==> src/rtl/bip_pkg.sv <==
// bip_pkg: opcode, mux-select and FSM encodings shared by the control unit and datapath.
package bip_pkg;

    localparam int PC_WIDTH_DEF     = 11;
    localparam int OPCODE_WIDTH_DEF = 5;

    localparam logic [OPCODE_WIDTH_DEF-1:0] OP_HLT  = 5'b00000;
    localparam logic [OPCODE_WIDTH_DEF-1:0] OP_STO  = 5'b00001;
    localparam logic [OPCODE_WIDTH_DEF-1:0] OP_LD   = 5'b00010;
    localparam logic [OPCODE_WIDTH_DEF-1:0] OP_LDI  = 5'b00011;
    localparam logic [OPCODE_WIDTH_DEF-1:0] OP_ADD  = 5'b00100;
    localparam logic [OPCODE_WIDTH_DEF-1:0] OP_ADDI = 5'b00101;
    localparam logic [OPCODE_WIDTH_DEF-1:0] OP_SUB  = 5'b00110;
    localparam logic [OPCODE_WIDTH_DEF-1:0] OP_SUBI = 5'b00111;

    localparam logic [1:0] SEL_A_MEM = 2'b00;
    localparam logic [1:0] SEL_A_IMM = 2'b01;
    localparam logic [1:0] SEL_A_ALU = 2'b10;

    typedef enum logic [1:0] {S_FETCH, S_EXEC, S_HALT} state_e;

    typedef struct packed {
        logic [1:0] sel_a;
        logic       sel_b;
        logic       wr_acc;
        logic       op;
        logic       wr_ram;
        logic       rd_ram;
    } ctrl_t;

endpackage

==> src/rtl/instr_decoder.sv <==
// instr_decoder: combinational opcode-to-control decode; undefined opcodes decode as NOP.
module instr_decoder
    import bip_pkg::*;
#(
    parameter int OPCODE_WIDTH = OPCODE_WIDTH_DEF
) (
    input  logic [OPCODE_WIDTH-1:0] i_opcode,
    output ctrl_t                   o_ctrl,
    output logic                    o_hlt
);

    always_comb begin
        o_ctrl = '0;
        o_hlt  = (i_opcode == OP_HLT);
        case (i_opcode)
            OP_STO: o_ctrl.wr_ram = 1'b1;
            OP_LD: begin
                o_ctrl.rd_ram = 1'b1;
                o_ctrl.sel_a  = SEL_A_MEM;
                o_ctrl.wr_acc = 1'b1;
            end
            OP_LDI: begin
                o_ctrl.sel_a  = SEL_A_IMM;
                o_ctrl.wr_acc = 1'b1;
            end
            OP_ADD, OP_SUB: begin
                o_ctrl.rd_ram = 1'b1;
                o_ctrl.sel_a  = SEL_A_ALU;
                o_ctrl.wr_acc = 1'b1;
                o_ctrl.op     = (i_opcode == OP_SUB);
            end
            OP_ADDI, OP_SUBI: begin
                o_ctrl.sel_a  = SEL_A_ALU;
                o_ctrl.sel_b  = 1'b1;
                o_ctrl.wr_acc = 1'b1;
                o_ctrl.op     = (i_opcode == OP_SUBI);
            end
            default: ;
        endcase
    end

endmodule

==> src/rtl/control_unit.sv <==
// control_unit: two-cycle FETCH/EXEC sequencer with PC, sticky HALT and active-cycle counter.
module control_unit
    import bip_pkg::*;
#(
    parameter int PC_WIDTH     = PC_WIDTH_DEF,
    parameter int OPCODE_WIDTH = OPCODE_WIDTH_DEF
) (
    input  logic                             clk,
    input  logic                             reset,
    output logic [PC_WIDTH-1:0]              instr_addr,
    input  logic [OPCODE_WIDTH+PC_WIDTH-1:0] instruction,
    output logic [PC_WIDTH-1:0]              operand,
    output logic [1:0]                       sel_a,
    output logic                             sel_b,
    output logic                             wr_acc,
    output logic                             op,
    output logic                             wr_ram,
    output logic                             rd_ram,
    output logic                             halted,
    output logic [15:0]                      cycle_count
);

    state_e              r_state;
    state_e              w_next;
    logic [PC_WIDTH-1:0] r_pc;
    logic [15:0]         r_cnt;
    ctrl_t               w_dec;
    logic                w_hlt;
    logic                w_exec;

    instr_decoder #(.OPCODE_WIDTH(OPCODE_WIDTH)) u_dec (
        .i_opcode (instruction[OPCODE_WIDTH+PC_WIDTH-1:PC_WIDTH]),
        .o_ctrl   (w_dec),
        .o_hlt    (w_hlt)
    );

    always_ff @(posedge clk or negedge reset) begin
        if (!reset) begin
            r_state <= S_FETCH;
            r_pc    <= '0;
            r_cnt   <= '0;
        end else begin
            r_state <= w_next;
            if (r_state == S_EXEC && !w_hlt)
                r_pc <= r_pc + 1'b1;
            if (r_state != S_HALT)
                r_cnt <= r_cnt + 1'b1;
        end
    end

    always_comb begin
        w_next = r_state;
        w_next = (r_state == S_FETCH) ? S_EXEC :
                 (r_state == S_EXEC)  ? (w_hlt ? S_HALT : S_FETCH) : S_HALT;
    end

    // Gating with reset keeps every enable low the instant reset falls, regardless of state.
    assign w_exec      = reset && (r_state == S_EXEC);
    assign halted      = reset && (r_state == S_HALT);
    assign instr_addr  = r_pc;
    assign cycle_count = r_cnt;
    assign operand     = w_exec ? instruction[PC_WIDTH-1:0] : '0;
    assign {sel_a, sel_b, wr_acc, op, wr_ram, rd_ram} = w_exec ? w_dec : '0;

endmodule

==> config.mk <==
export PLATFORM = sky130hd
export DESIGN_NAME = control_unit
export DESIGN_NICKNAME = d
export VERILOG_FILES = /design/src/rtl/bip_pkg.sv /design/src/rtl/instr_decoder.sv /design/src/rtl/control_unit.sv
export SDC_FILE = /design/constraint.sdc
export NUM_CORES = 1
export LEC_CHECK = 0
export CORE_UTILIZATION = 30
export DETAILED_ROUTE_END_ITERATION = 10
export SETUP_SLACK_MARGIN = 0.4
export SLEW_MARGIN = 20
export SYNTH_ARGS = -nofsm -noshare
export SYNTH_HDL_FRONTEND = slang
export SYNTH_HIERARCHICAL = 1
export SYNTH_SLANG_ARGS = --single-unit
==> constraint.sdc <==
create_clock -name clk -period 3.05 [get_ports clk]
set_clock_uncertainty 0.05 [all_clocks]
set_input_delay 0.7625 -clock clk [delete_from_list [all_inputs] [get_ports clk]]
set_output_delay 0.7625 -clock clk [all_outputs]
set_load 0.05 [all_outputs]
==> flow_summary.ini <==
[routing]
vias = 1203
drc = 0
postRouteAntennaNets = 0
routed_wl_mm = 3.53
first_pass_iters = 3
via_per_inst = 4.74
drtIter0Drc = 66
avgRoutedWirePerCell_um = 13.9

[outcome]
status = finished, final reports clean

[clock_tree]
cts-root-buf = clkbuf_8
cts_setup_buffers = 0
cts_resized = 25
numClockSinks = 29
htree_levels = 2
clk_pin_slew_ns = 0.06
cts_tree = built
cts_buffers = 5
clockBufferDepth = 2
holdBufCountCts = 0
clk_latency_ns = 0.28

[grt]
grt_pass1_wl_mm = 5.86
overflow = 0
antenna_found_initial = 0
grt_usage_pct = 14.7
grt_pass1_vias = 1225
grt_max_degree = 30

[cells_and_area]
num-nets-final = 221
multiInputGateArea_um2 = 757
drive_gt1_share_pct = 27.7
final_common_cell = clkdlybuf4s50_1
final_cell_mix = clkdlybuf4s50_1 (38), dfrtp_1 (29), xnor2_1 (22)
diodes = 0
fillers = 399
area_delta_synth_final_pct = 70.5
seq_area_um2 = 726
utilization_pct = 55.0

[yosys]
synth.distinct_cells = 29
syn_inst = 130
yosys_warnings = 6
synth_top_area_share_pct = 50.0
yosys.area.top_type = dfrtp_1
yosys-top-cells-area = dfrtp_1 (50%), xnor2_1 (13%), and2_1 (8.6%)
ys_seq_area_share_pct = 50.0
synth.cell_area_um2 = 1450
syn_nets = 150
synth_seq_cells = 29
syn_avg_cell_area_um2 = 11.2

[floorplanning]
dieArea_um2 = 5120
die_h_um = 71.6
dieWidth_um = 71.6
rows = 24
core_area_um2 = 4500
pin_count = 64
initial_core_util_pct = 32.2

[placement]
io_buffers = 63
gp_congestion = 0.718
dpl.hpwl_mm = 2.64

[critical_path]
path_max_fanout = 9
required_ns = 2.24
cp.arrival_ns = 1.74
crit_type = in2out
worstSetupStartpointType = input port
reg2reg_depth = 4
worst_setup_path_end_kind = output pin

[sta]
max_freq_mhz = 392
hold_viol = 0
drv_slew = 0
fin_setup_tns_ns = 0
fin_crit_sh_pct = 83.7
grt_setup_unrepaired = no
fin_crit_ns = 2.55
setup_viol = 0
slew_headroom_pct = 66.5
tightest_slew_ns = 0.501

[hold_path]
hold_class = reg2reg
hold_depth = 1

[power_and_ir_drop]
ir_worst_vdd_v = 0.000377
p_per_area_nw_per_um2 = 770
p_leak_uw = 0.00107
finalPower_uw = 1910

[job]
maxCapViolCount = 0
## state kept, by name (all words and copies together), names as in the netlist
name         count
cycle_count     16
instr_addr      11
r_state          2
## critical path: stages
cell and delay [ns]:
dlygate4sd2_1 0.27, and3b_2 0.24, buf_6 0.14, and2_1 0.18
buf_12 0.15
## layout make-up
class,instances,area share (%)
Clock buffer,5,2.78
Clock inverter,3,0.707
Multi-Input combinational cell,99,30.6
Sequential cell,29,29.3
Tap cell,52,2.63
Timing Repair Buffer,66,34.0
## kinds of logic after synthesis
family | count (synthesis) | share of synthesized area [%]
buffers and inverters | 2 | 0.602
AOI/OAI and AO/OA | 1 | 0.517
muxes | 1 | 0.775
and+or+nand+nor | 70 | 31.4
adders and majority gates | 2 | 1.72
DFF | 29 | 50.0
xor gates and xnor gates | 25 | 15.1
## Yosys cell counts, drive strengths merged
master,count
dfrtp,29
nor4,1
nand4,8
a21o,1
nor2b,1
and4b,1
and4,4
and4bb,3
and2,21
nand3,6
nor2,3
and3b,2
ha,2
xor2,3
mux2,1
nor3,1
nand2,11
clkbuf,1
and3,5
nor3b,2
buf,1
nand2b,1
xnor2,22
## layer usage
layer	wire length [um]	share of wire (%)	global-route usage (%)	vias up
met2	1710	48	23.2	45
met3	218	6.2	4.50	8
met5	0	0	0	-
li1	-	-	-	590
met1	1530	43	18.5	560
met4	70	2.0	7.19	0
## worst paths after layout
kind | from | endpoint | slack (ns)
max | reset | operand[5] | 0.50
min | instr_addr[10]$_DFFE_PN0P_ | instr_addr[10]$_DFFE_PN0P_ | 0.44
max reg2reg | r_state[1]$_DFF_PN0_ | cycle_count[11]$_DFFE_PN0P_ | 1.58
min reg2reg | instr_addr[10]$_DFFE_PN0P_ | instr_addr[10]$_DFFE_PN0P_ | 0.44
max in group asynchronous | reset | instr_addr[2]$_DFFE_PN0P_ | 2.05
min in group asynchronous | reset | cycle_count[10]$_DFFE_PN0P_ | 0.64
## power by group
part | internal, uW | switching, uW
Sequential | 486 | 141
Clock | 157 | 153
Combinational | 399 | 572
Total | 1040 | 866
## stage by stage
| step | hold WS (ns) | cells | setup slack (ns) | area [um^2] |
|---|---|---|---|---|
| floorplan | 0.417 | 130 | 0.556 | 1450 |
| global placement | 0.411 | 245 | 0.245 | 2340 |
| detailed placement | 0.426 | 245 | 0.247 | 2340 |
| CTS | 0.439 | 254 | 0.484 | 2480 |
| global route | 0.454 | 254 | 0.455 | 2480 |
| finish | 0.437 | 254 | 0.496 | 2480 |
(Power assumes the default switching activity.)
